<file path="src/rtl/bin2bcd_seq_pkg.sv">
// ---------------------------------------------------------------------------
// bin2bcd_seq_pkg
// Shared definitions for the sequential binary-to-BCD converter.
//   state_t    : converter FSM states (IDLE=0, SHIFT=1, DONE=2)
//   BLANK_CODE : digit code the display glue substitutes for a masked
//                leading-zero digit (used together with zmask)
// ---------------------------------------------------------------------------
package bin2bcd_seq_pkg;

  typedef enum logic [1:0] {
    IDLE  = 2'd0,
    SHIFT = 2'd1,
    DONE  = 2'd2
  } state_t;

  localparam logic [4:0] BLANK_CODE = 5'd20;

endpackage

</file>
<file path="src/rtl/bin2bcd_seq_if.sv">
// ---------------------------------------------------------------------------
// bin2bcd_seq_if
// Request/result bundle between a value producer and the converter.
//   start : conversion request (producer -> converter)
//   bin   : binary value, sampled when start is accepted
//   busy  : conversion in progress (converter -> producer)
//   done  : one-cycle pulse when bcd/zmask are updated
//   bcd   : packed BCD result, digit i in bits [4i+3:4i]
//   zmask : bit i set when digit i is a leading zero (bit 0 always clear)
// Modports: master = producer side, slave = converter side.
// ---------------------------------------------------------------------------
interface bin2bcd_seq_if #(
  parameter int WIDTH  = 16,
  parameter int DIGITS = 5
);
  logic                  start;
  logic [WIDTH-1:0]      bin;
  logic                  busy;
  logic                  done;
  logic [4*DIGITS-1:0]   bcd;
  logic [DIGITS-1:0]     zmask;

  modport master (
    output start, bin,
    input  busy, done, bcd, zmask
  );

  modport slave (
    input  start, bin,
    output busy, done, bcd, zmask
  );
endinterface

</file>
<file path="src/rtl/bcd_add3.sv">
// ---------------------------------------------------------------------------
// bcd_add3
// Double-dabble correction for one BCD digit: a digit of 5 or more gets 3
// added so that the following left shift carries correctly into the next
// decimal digit. Purely combinational.
//   digit    : 4-bit scratch digit before correction
//   adjusted : digit + 3 when digit >= 5, digit otherwise
// ---------------------------------------------------------------------------
module bcd_add3 (
  input  logic [3:0] digit,
  output logic [3:0] adjusted
);

  assign adjusted = (digit >= 4'd5) ? digit + 4'd3 : digit;

endmodule

</file>
<file path="src/rtl/bin2bcd_seq.sv">
// ---------------------------------------------------------------------------
// bin2bcd_seq
// Sequential shift-and-add-3 binary-to-BCD converter. One conversion per
// accepted start; the result and leading-zero mask are held until the next
// conversion completes. Latency start->done is WIDTH+1 cycles, throughput one
// conversion per WIDTH+2 cycles. All outputs are registered.
//   clk : system clock, rising edge
//   rst : asynchronous active-low reset
//   bus : bin2bcd_seq_if slave (start/bin in; busy/done/bcd/zmask out)
// ---------------------------------------------------------------------------
module bin2bcd_seq
  import bin2bcd_seq_pkg::*;
#(
  parameter int WIDTH  = 16,
  parameter int DIGITS = 5
) (
  input  logic          clk,
  input  logic          rst,
  bin2bcd_seq_if.slave  bus
);

  localparam int                  CNT_W      = $clog2(WIDTH + 1);
  localparam logic [CNT_W-1:0]    LAST_SHIFT = CNT_W'(WIDTH - 1);
  localparam logic [DIGITS-1:0]   ZMASK_RST  = {{(DIGITS-1){1'b1}}, 1'b0};

  state_t                state;
  logic [WIDTH-1:0]      bin_sr;
  logic [4*DIGITS-1:0]   scratch;
  logic [4*DIGITS-1:0]   adjusted;
  logic [CNT_W-1:0]      cnt;
  logic                  busy_q;
  logic                  done_q;
  logic [4*DIGITS-1:0]   bcd_q;
  logic [DIGITS-1:0]     zmask_q;
  logic [DIGITS-1:0]     zmask_next;

  // Per-digit add-3 correction, no carry between nibbles.
  for (genvar g = 0; g < DIGITS; g++) begin : g_add3
    bcd_add3 u_add3 (
      .digit    (scratch[4*g +: 4]),
      .adjusted (adjusted[4*g +: 4])
    );
  end

  // Leading-zero mask from the finished scratch value: walk down from the
  // most significant digit while every digit seen so far is zero. Digit 0 is
  // never blanked so a value of 0 still shows a single "0".
  // NOTE: every signal assigned in always_comb gets a default first so no
  // path leaves it unassigned, which would otherwise infer a latch.
  always_comb begin
    logic upper_zero;
    zmask_next = '0;
    upper_zero = 1'b1;
    for (int i = DIGITS - 1; i >= 1; i--) begin
      upper_zero    = upper_zero && (scratch[4*i +: 4] == 4'd0);
      zmask_next[i] = upper_zero;
    end
  end

  // NOTE: sequential state uses non-blocking assignments only, so every
  // register samples the pre-edge values regardless of statement order.
  always_ff @(posedge clk or negedge rst) begin
    if (!rst) begin
      state   <= IDLE;
      bin_sr  <= '0;
      scratch <= '0;
      cnt     <= '0;
      busy_q  <= 1'b0;
      done_q  <= 1'b0;
      bcd_q   <= '0;
      zmask_q <= ZMASK_RST;
    end else begin
      done_q <= 1'b0;
      case (state)
        IDLE: begin
          if (bus.start) begin
            bin_sr  <= bus.bin;
            scratch <= '0;
            cnt     <= '0;
            busy_q  <= 1'b1;
            state   <= SHIFT;
          end
        end
        SHIFT: begin
          // Correct first, then shift {scratch, bin_sr} left by one.
          scratch <= {adjusted[4*DIGITS-2:0], bin_sr[WIDTH-1]};
          bin_sr  <= bin_sr << 1;
          cnt     <= cnt + 1'b1;
          if (cnt == LAST_SHIFT) begin
            state <= DONE;
          end
        end
        DONE: begin
          bcd_q   <= scratch;
          zmask_q <= zmask_next;
          done_q  <= 1'b1;
          busy_q  <= 1'b0;
          state   <= IDLE;
        end
        default: state <= IDLE;
      endcase
    end
  end

  assign bus.busy  = busy_q;
  assign bus.done  = done_q;
  assign bus.bcd   = bcd_q;
  assign bus.zmask = zmask_q;

endmodule

</file>
<file path="src/flat_wrapper.sv">
// flat-port wrapper written by rule: the top's interface ports become plain ports
module bin2bcd_seq_flat import bin2bcd_seq_pkg::*;
#(
  parameter int WIDTH  = 16,
  parameter int DIGITS = 5
)
  (clk, rst, bus_start, bus_bin, bus_busy, bus_done, bus_bcd, bus_zmask);
  bin2bcd_seq_if #(.WIDTH(WIDTH), .DIGITS(DIGITS)) bus_i ();
  input  logic clk;
  input  logic rst;
  input wire logic [$bits(bus_i.start)-1:0] bus_start;
  input wire logic [$bits(bus_i.bin)-1:0] bus_bin;
  output wire logic [$bits(bus_i.busy)-1:0] bus_busy;
  output wire logic [$bits(bus_i.done)-1:0] bus_done;
  output wire logic [$bits(bus_i.bcd)-1:0] bus_bcd;
  output wire logic [$bits(bus_i.zmask)-1:0] bus_zmask;
  assign bus_i.start = bus_start;
  assign bus_i.bin = bus_bin;
  assign bus_busy = bus_i.busy;
  assign bus_done = bus_i.done;
  assign bus_bcd = bus_i.bcd;
  assign bus_zmask = bus_i.zmask;
  bin2bcd_seq #(.WIDTH(WIDTH), .DIGITS(DIGITS)) u_core (.clk(clk), .rst(rst), .bus(bus_i));
endmodule
</file>
<file path="config.mk">
export PLATFORM = sky130hd
export DESIGN_NAME = bin2bcd_seq_flat
export DESIGN_NICKNAME = d
export VERILOG_FILES = /design/src/rtl/bin2bcd_seq_pkg.sv /design/src/rtl/bin2bcd_seq_if.sv /design/src/rtl/bcd_add3.sv /design/src/rtl/bin2bcd_seq.sv /design/src/flat_wrapper.sv
export SDC_FILE = /design/constraint.sdc
export NUM_CORES = 1
export LEC_CHECK = 0
export ABC_AREA = 1
export ABC_CLOCK_PERIOD_IN_PS = 3600
export CAP_MARGIN = 5
export CORE_MARGIN = 2
export CORE_UTILIZATION = 59
export DETAILED_ROUTE_END_ITERATION = 12
export PLACE_DENSITY = 0.82
export SYNTH_ARGS = -nofsm -noshare
export SYNTH_HDL_FRONTEND = slang
export SYNTH_SLANG_ARGS = --single-unit
export TNS_END_PERCENT = 10
</file>
<file path="constraint.sdc">
create_clock -name clk -period 3.6 [get_ports clk]
set_clock_uncertainty 0.05 [all_clocks]
set_input_delay 0.72 -clock clk [delete_from_list [all_inputs] [get_ports clk]]
set_output_delay 0.72 -clock clk [all_outputs]
set_load 0.05 [all_outputs]
</file>
==> results.md <==
* Top-count cell post-synth: nand2_1
* CTS hold repair buffers at 0
* Gpl congestion at 0.8663
* H-tree lvl count at 3
* CTS Buf Count at 9
* Post-synth EDFFs at 0
* Grt total ovfl at 0
* Final WL at 6.884 mm
* Fin cells at between 500 and 600
* Switching part of the total power at 44.75%
* Max-cap violations at 0
* Final worst setup slack at 1.140 ns
* Initial antenna violation count at 0
* # resized after CTS at 0
* Starting Density at 60.37%
* Vias at ~2.8k
* Crit-path leading delay family: buffers and inverters
* Fin crit period at 2.460 ns
* Multi-input logic area at 1504 um^2
* Area of the core at 5851 um^2
* Clock power frac at between 10% and 20%
* Setup Fix Bufs, Post-CTS at 0
* IO Count at 46
* Seq/Total Area, Yosys at 49.03%
* Setup_tns at 0 ns
* Hpwl dp at 4.672 mm
* Placement Rows at 28
* # fillers at between 400 and 500
* Die height at 81.38 um
* Worst Path Required at 2.83 ns
* Met1 global-route usage at 28.60%
* RSZ-0062 raised after global routing: false
* Placed insts at 504
* Pint at 0.001856 W
* Register area at ~1700 um^2
* Kind of end point of the critical path: output pin
* VDD IR max at 0.3914 mV
* Avg WL per Cell at 13.29 um
* Syn Area/Cell at 8.897 um^2
* Cells after synthesis at 397
* Commonest cells in the netlist: nand2_1, dfrtp_1, inv_1, nand3_1, nand2_2
* Port Buffers at 44
* CP Launch Type: flop
* Diode count at 0
* Antenna-violating nets left at 0
* Ys async rst share at 100.0%
* Flop pwr share at 37.5%
* CP max FO at 2
* Yosys top cell area share at 46.05%
* Relative slew slack at approximately a third
* Clock root cell: clkbuf_8
* Die width at 81.38 um
* Reg2reg setup slack at 1.87 ns
* Critical path, cell by cell: clkdlybuf4s50_1
* Initial DRC Count at 180
* Combinational Power Share at between 40% and 50%
* Slowest stage delay, CP at 0.80 ns
* Seq cells post-synth at between 60 and 70
* Synth Net Count at 431
* Ranking of synthesized cells by area: dfrtp_1, nand2_1, ha_1
* Pin count of the biggest net entering global routing at 48
* GR met2 Demand/Resource at 37.70%
* Max Slew Vio Count at 0
* Full die area at 6622 um^2
* Skew-Pair Late Insertion Delay at 0.34 ns
* Area leader, netlist: dfrtp_1
* Synth unique cells at 27
* Global-route wire length before repair at 11.56 mm
* Syn Std Cell Area at roughly 3500 um^2
* Final setup viols at 0
* DRC errors left at 0
* Min-Delay Path Class: input port to asynchronous set/reset pin
* Status: finished, final reports clean
* Worst slew pin tran at between 1 and 1.5 ns
* Static Leak at 2.059 nW
* CTS tree: yes
* Pre-CTS setup slack at 1.486 ns
* Vias in the first global route at 2635
* Clock Sinks at 69
* Clock buffer depth at 2
* Endpoints failing hold at 0
* PwrDens at 818.0 nW/um^2
* Primary FF master, synth: dfrtp_1
* Buf/Inv on CP at 1
* Clock Pin Slew Worst Setup and Hold Paths at approximately 0.070 ns
* Psw at 0.001504 W
* Share of layout cells above drive strength 1 at 16.48%
* Worst path slowest cell: clkdlybuf4s50_1
* Met3 Track Usage GR at 4.667%
* Yosys warns at 0
* Final Net Count at approximately 470
* Part of the cycle the worst path needs at between 60% and 70%
* DRT Pass-1 Iters at 4
* Layer with the highest usage: met2
* Via/cell ratio at between 5 and 6
* Critical path arrival at roughly 1.7 ns
* Fmax achieved at 0.4065 GHz
* Area delta synth->final at 16.29%
* Gr usage total at 22.99%
* Critical path class: flop to output pin
==> per-stage QoR <==
stage / hold slack (ns) / total power, W / area, um^2 / utilization (%)
after CTS: 0.4160 / 0.003370 / 4108 / 70.21
after global placement: 0.4054 / 0.002721 / 3943 / 67.39
final: 0.3885 / 0.003360 / 4108 / 70.21
after global routing: 0.4439 / 0.003623 / 4108 / 70.21
after detailed placement: 0.4101 / 0.002804 / 3943 / 67.39
after floorplan: 0.3744 / 0.002445 / 3532 / -
==> metal layers <==
layer | routed length [um] | share of wire [%]
met5 | 0 | 0
met4 | 175 | 2.5
met3 | 272 | 4.0
met2 | 3430 | 50
met1 | 3006 | 44
==> power groups by stage <==
stage / clock network, W / logic, W / registers [W]
detailed placement: 0 / 0.00154 / 0.00126
global placement: 0 / 0.00147 / 0.00125
floorplan: 0 / 0.00103 / 0.00141
finish: 0.000548 / 0.00155 / 0.00126
global route: 0.000586 / 0.00175 / 0.00129
CTS: 0.000562 / 0.00155 / 0.00126
==> final timing paths <==
| path | startpoint | to | cells past startpoint |
|---|---|---|---|
| worst min register to register | u_core.bin_sr[0]$_DFFE_PN0P_ | u_core.bin_sr[0]$_DFFE_PN0P_ | 2 |
| min in group clk | u_core.bin_sr[0]$_DFFE_PN0P_ | u_core.bin_sr[0]$_DFFE_PN0P_ | 2 |
| max in group asynchronous | rst | u_core.bus.zmask[4]$_DFFE_PN1P_ | 2 |
| worst max register to register | u_core.state[0]$_DFFE_PN0P_ | u_core.bus.zmask[3]$_DFFE_PN1P_ | 5 |
| worst max-delay path | u_core.bus.zmask[2]$_DFFE_PN1P_ | bus_zmask[2] | 1 |
| worst min-delay path | rst | u_core.bus.bcd[13]$_DFFE_PN0P_ | 1 |
==> cells by family after synthesis <==
| family | Yosys count | synth area share [%] |
|---|---|---|
| simple gates | 220 | 29.83 |
| compound gates | 39 | 7.262 |
| buf+inv | 53 | 8.466 |
| other cells | 1 | 0.1062 |
| flops | 69 | 49.03 |
| fa+ha+maj | 15 | 5.313 |
==> area by class of cell <==
class | instances | share of cell area (%)
multi-input cells | 275 | 36.61
inverters | 40 | 3.838
flip-flops and latches | 69 | 42.16
clock buffers | 12 | 3.777
repair buffers | 45 | 11.09
clock inverters | 2 | 0.2437
well taps | 75 | 2.284
==> cell usage in the layout, fill, tap and decap left out, types with 2 or more instances in the layout <==
| cell type | n |
|---|---|
| a21oi_1 | 2 |
| clkbuf_8 | 11 |
| clkdlybuf4s50_1 | 43 |
| clkinv_2 | 2 |
| dfrtp_1 | 65 |
| dfstp_2 | 4 |
| ha_1 | 15 |
| inv_1 | 36 |
| inv_2 | 2 |
| nand2_1 | 131 |
| nand2_2 | 20 |
| nand2_4 | 2 |
| nand3_1 | 29 |
| nand3_2 | 10 |
| nand4_1 | 14 |
| nor2_1 | 11 |
| nor2_4 | 2 |
| o21ai_0 | 18 |
| o21ai_2 | 15 |
| o22ai_1 | 2 |
==> registers in the layout, summed over array words and instances, names as in the netlist <==
name              cells
u_core.bus.zmask      4
u_core.bus.busy       1
u_core.state          2
u_core.bus.bcd       20
u_core.scratch       20
u_core.cnt            5
u_core.bus.done       1
u_core.bin_sr        16
Power figures use the tool's default switching activity.
==> variant 1: new RTL, config.mk and constraints unchanged <==
Make the reset (`rst`) synchronous in one clocked block. Comments in the files are not updated.
--- a/src/rtl/bin2bcd_seq.sv
+++ b/src/rtl/bin2bcd_seq.sv
@@ -59,7 +59,7 @@
 
   // NOTE: sequential state uses non-blocking assignments only, so every
   // register samples the pre-edge values regardless of statement order.
-  always_ff @(posedge clk or negedge rst) begin
+  always_ff @(posedge clk) begin
     if (!rst) begin
       state   <= IDLE;
       bin_sr  <= '0;
Function: differs if rst is asserted again (counterexample within 4 cycles, from zero or initial values and one cycle with rst low); with rst held inactive, the same outputs for 10 cycles.
==> variant 1 against the unedited design <==
Setup slack improved by 190 ps; critical path type unchanged; non-clock buffer count rose by 2; final area fell by 9.4%; sequential cell count did not move; routed wire length fell by 0.55%; synthesized area fell by 12%; hold slack improved by 12 ps; critical endpoint is now bus_bcd[14]; maximum frequency rose by 8.4%; die area fell by 11%; count of clock-buffer cells in the layout fell by 2; critical path depth did not move.
Power is not compared: it rests on default switching activity, and its combinational part moved more than twofold at a synthesized area within 25%.
==> variant 1: results (changes against the unedited design) <==
- Vias: 2853 (+3.0%)
- Top_reg_cell synth: dfxtp_1
- Vias in the first global route: 2620 (-0.57%)
- Asr flop ratio synth: 0 (-1.00)
- Fin area: 0.00372 mm² (-9.4%)
- CTS max path bufs: 2 (unchanged)
- First-pass GRT wire length: 11.6 mm (+0.54%)
- Layout cell share with drive strength beyond 1: 0.0501 (-0.115)
- Post-DP HPWL: 4.49 mm (-3.9%)
- Clk root buf: clkbuf_8
- Tightest Pin Transition: 580 ps (-425 ps)
- Synth top area cells: dfxtp_1, nand2_1, nand3_1
- Filler cell count: 440 (+1.6%)
- GP Congestion: 0.825 (-4.8%)
- DRT iter0 DRCs: 160 (-11%)
- Synth cell types: 25 (-7.4%)
- Placed cell area: 0.00357 mm² (-9.5%)
- Gr usage total: 0.245 (+0.0154)
- Wire length per cell: 12.9 µm (-2.6%)
- Pin count of the biggest net entering global routing: 38 (-21%)
- Layout Nets: 491 (+3.6%)
- Register area share after synthesis: 0.442 (-0.0481)
- Mapped Nets: 453 (+5.1%)
- Type of the worst min-delay path: reg -> reg
- Synth top cells by count: nand2_1, dfxtp_1, inv_1
- WP data arrival: 1500 ps (-190 ps)
- DP Worst Slack: 1180 ps (-301 ps)
- Status: finished, final reports clean
variant 1: logic make-up after synthesis:
logic type,synth area share
buf+inv,0.0985
fa+ha+maj,0.0601
other cells,0.00120
simple gates,0.241
flops,0.442
compound gates,0.157
variant 1: final cells by class:
type,instances,share of cell area
clock buffers,10,0.0370
clock inverters,3,0.00403
inverters,53,0.0534
multi-input cells,277,0.387
flip-flops and latches,69,0.371
well taps,70,0.0235
repair buffers,47,0.124
variant 1: power breakdown:
group	switching, W	internal (W)	leakage [nW]
combinational	0.0000698	0.0000423	0.835
clock	0.000267	0.000253	0.0836
sequential	0.00000916	0.000783	0.560
variant 1: metal layers:
metal,GRT usage,share of wire,routed length [µm],vias up
met3,0.0518,0.040,275,15
li1,-,-,-,1455
met1,0.292,0.45,3100,1316
met2,0.410,0.48,3310,67
met4,0.140,0.024,163,0
met5,0,0,0,-
variant 1: metrics by stage:
stage | power [W] | instances
after floorplan | 0.000886 | 419
after global routing | 0.00148 | 529
after CTS | 0.00143 | 529
after detailed placement | 0.000921 | 516
final | 0.00142 | 529
after global placement | 0.000919 | 516
variant 1: path summary, 6_finish.rpt:
check | startpoint | endpoint | slack (ps) | cells after the start
setup / recovery | u_core.bus.bcd[14] | bus_bcd[14] | 1330 | 1
hold / removal | u_core.bin_sr[15] | u_core.bin_sr[15] | 400 | 2
setup reg to reg | u_core.state[1] | u_core.cnt[3] | 1790 | 6
hold reg to reg | u_core.bin_sr[15] | u_core.bin_sr[15] | 400 | 2
==> variant 2: new RTL, config.mk and constraints unchanged <==
Without the edit above. `DIGITS` is set to 5 in 3 places; all go to 10.
--- a/src/rtl/bin2bcd_seq_if.sv
+++ b/src/rtl/bin2bcd_seq_if.sv
@@ -11,7 +11,7 @@
 // ---------------------------------------------------------------------------
 interface bin2bcd_seq_if #(
   parameter int WIDTH  = 16,
-  parameter int DIGITS = 5
+  parameter int DIGITS = 10
 );
   logic                  start;
   logic [WIDTH-1:0]      bin;
--- a/src/rtl/bin2bcd_seq.sv
+++ b/src/rtl/bin2bcd_seq.sv
@@ -12,7 +12,7 @@
   import bin2bcd_seq_pkg::*;
 #(
   parameter int WIDTH  = 16,
-  parameter int DIGITS = 5
+  parameter int DIGITS = 10
 ) (
   input  logic          clk,
   input  logic          rst,
--- a/src/flat_wrapper.sv
+++ b/src/flat_wrapper.sv
@@ -2,7 +2,7 @@
 module bin2bcd_seq_flat import bin2bcd_seq_pkg::*;
 #(
   parameter int WIDTH  = 16,
-  parameter int DIGITS = 5
+  parameter int DIGITS = 10
 )
   (clk, rst, bus_start, bus_bin, bus_busy, bus_done, bus_bcd, bus_zmask);
   bin2bcd_seq_if #(.WIDTH(WIDTH), .DIGITS(DIGITS)) bus_i ();
Ports: changed (resized bus_bcd and bus_zmask); port bits go from 46 to 71. No check against the original RTL was run, so the function may have changed too.
==> variant 2 against the unedited design <==
Clock power rose to 3.3 times the old value; final area up 63%; die area grew 48%; first-iteration DRC count is 55% higher; sequential cell count grew 45; combinational power up 75%; power grew 96%; synthesized area is 51% higher; setup slack worse by 170 ps; critical endpoint is now bus_zmask[5]; routed wire length rose by 81%.
==> variant 2: results (changes against the unedited design) <==
- DRT iter0 DRCs: 279 (+55%)
- Vias in the first global route: 4409 (+67%)
- Aggregate routed wire length: 12.5 mm (+81%)
- CTS Buf Count: 17 (+8)
- Met2 Wirelength: 6.40 mm (+87%)
- Worst ir drop on vdd: 0.485 mV (+24%)
- Routing usage on met1: 0.332 (+0.0459)
- Pin count of the biggest net entering global routing: 72 (+50%)
- Placed cell area: 0.00606 mm² (+54%)
- First-pass GRT wire length: 20.7 mm (+79%)
- Post-DP HPWL: 7.67 mm (+64%)
- P_leak: 3.08 nW (+50%)
- Layout cell share with drive strength beyond 1: 0.0885 (-0.0762)
- Met1 Wirelength: 5.06 mm (+68%)
- GR Layer Usage met3: 0.0574 (+0.0108)
- GP Congestion: 0.862 (-0.53%)
- Area delta synth->final: 25.8%
- Hold slack: 159 ps (-229 ps)
- Met2 usage: 0.445 (+0.0684)
- Routed met3 length: 690 µm (+150%)
- WP data arrival: 1860 ps (+170 ps)
- Synth top cells by count: nand2_1, dfrtp_1, o21ai_0
- Worst reg2reg path endpoint: u_core.scratch[27]
- PortBufs: 69 (+57%)
- Worst R2R Path Depth: 6 (+1)
- Synth cell types: 32 (+19%)
- Pre-Repair DR Iteration Count: 6 (+2)
- Status: finished, final reports clean
[variant 2: cell families after synthesis]
logic type,Yosys count,share of synthesized area
DFF,114,0.538
AOI/OAI and AO/OA,182,0.190
buffers and inverters,90,0.0708
and+or+nand+nor,150,0.118
xor gates and xnor gates,7,0.0115
other,1,0.000705
adders and majority gates,30,0.0705
[variant 2: layout make-up]
cell class                      count  area (µm²)
Inverter                           66         248
Timing Repair Buffer               73         731
Clock inverter                     12         180
Sequential cell                   114        2860
Fill cell                         565        2020
Tap cell                          108         135
Multi-Input combinational cell    370        2080
Clock buffer                       20         455
[variant 2: how the worst max path moves through the flow]
stage,from,slack (ps),depth (start not counted),to
finish,u_core.bus.zmask[5],970,1,bus_zmask[5]
global placement,bus_start,850,6,u_core.scratch[11]
CTS,u_core.bus.zmask[7],960,1,bus_zmask[7]
global route,u_core.bus.zmask[1],940,1,bus_zmask[1]
floorplan,bus_start,2120,5,u_core.bin_sr[14]
detailed placement,bus_start,780,6,u_core.scratch[15]
[variant 2: stage by stage]
step           std cells  worst slack, ps  power, W  utilization
2_1_floorplan        574             2120   0.00393            -
3_3_place_gp         731              851   0.00452        0.695
3_5_place_dp         731              782   0.00469        0.695
4_1_cts              763              962   0.00656        0.768
5_1_grt              763              941   0.00698        0.768
6_report             763              972   0.00658        0.768
[variant 2: power by group through the flow]
stage               sequential, W  combinational (W)  clock [W]
floorplan                 0.00245            0.00148          0
global placement          0.00204            0.00248          0
detailed placement        0.00207            0.00262          0
CTS                       0.00207            0.00271    0.00179
global route              0.00213            0.00300    0.00185
finish                    0.00208            0.00272    0.00179
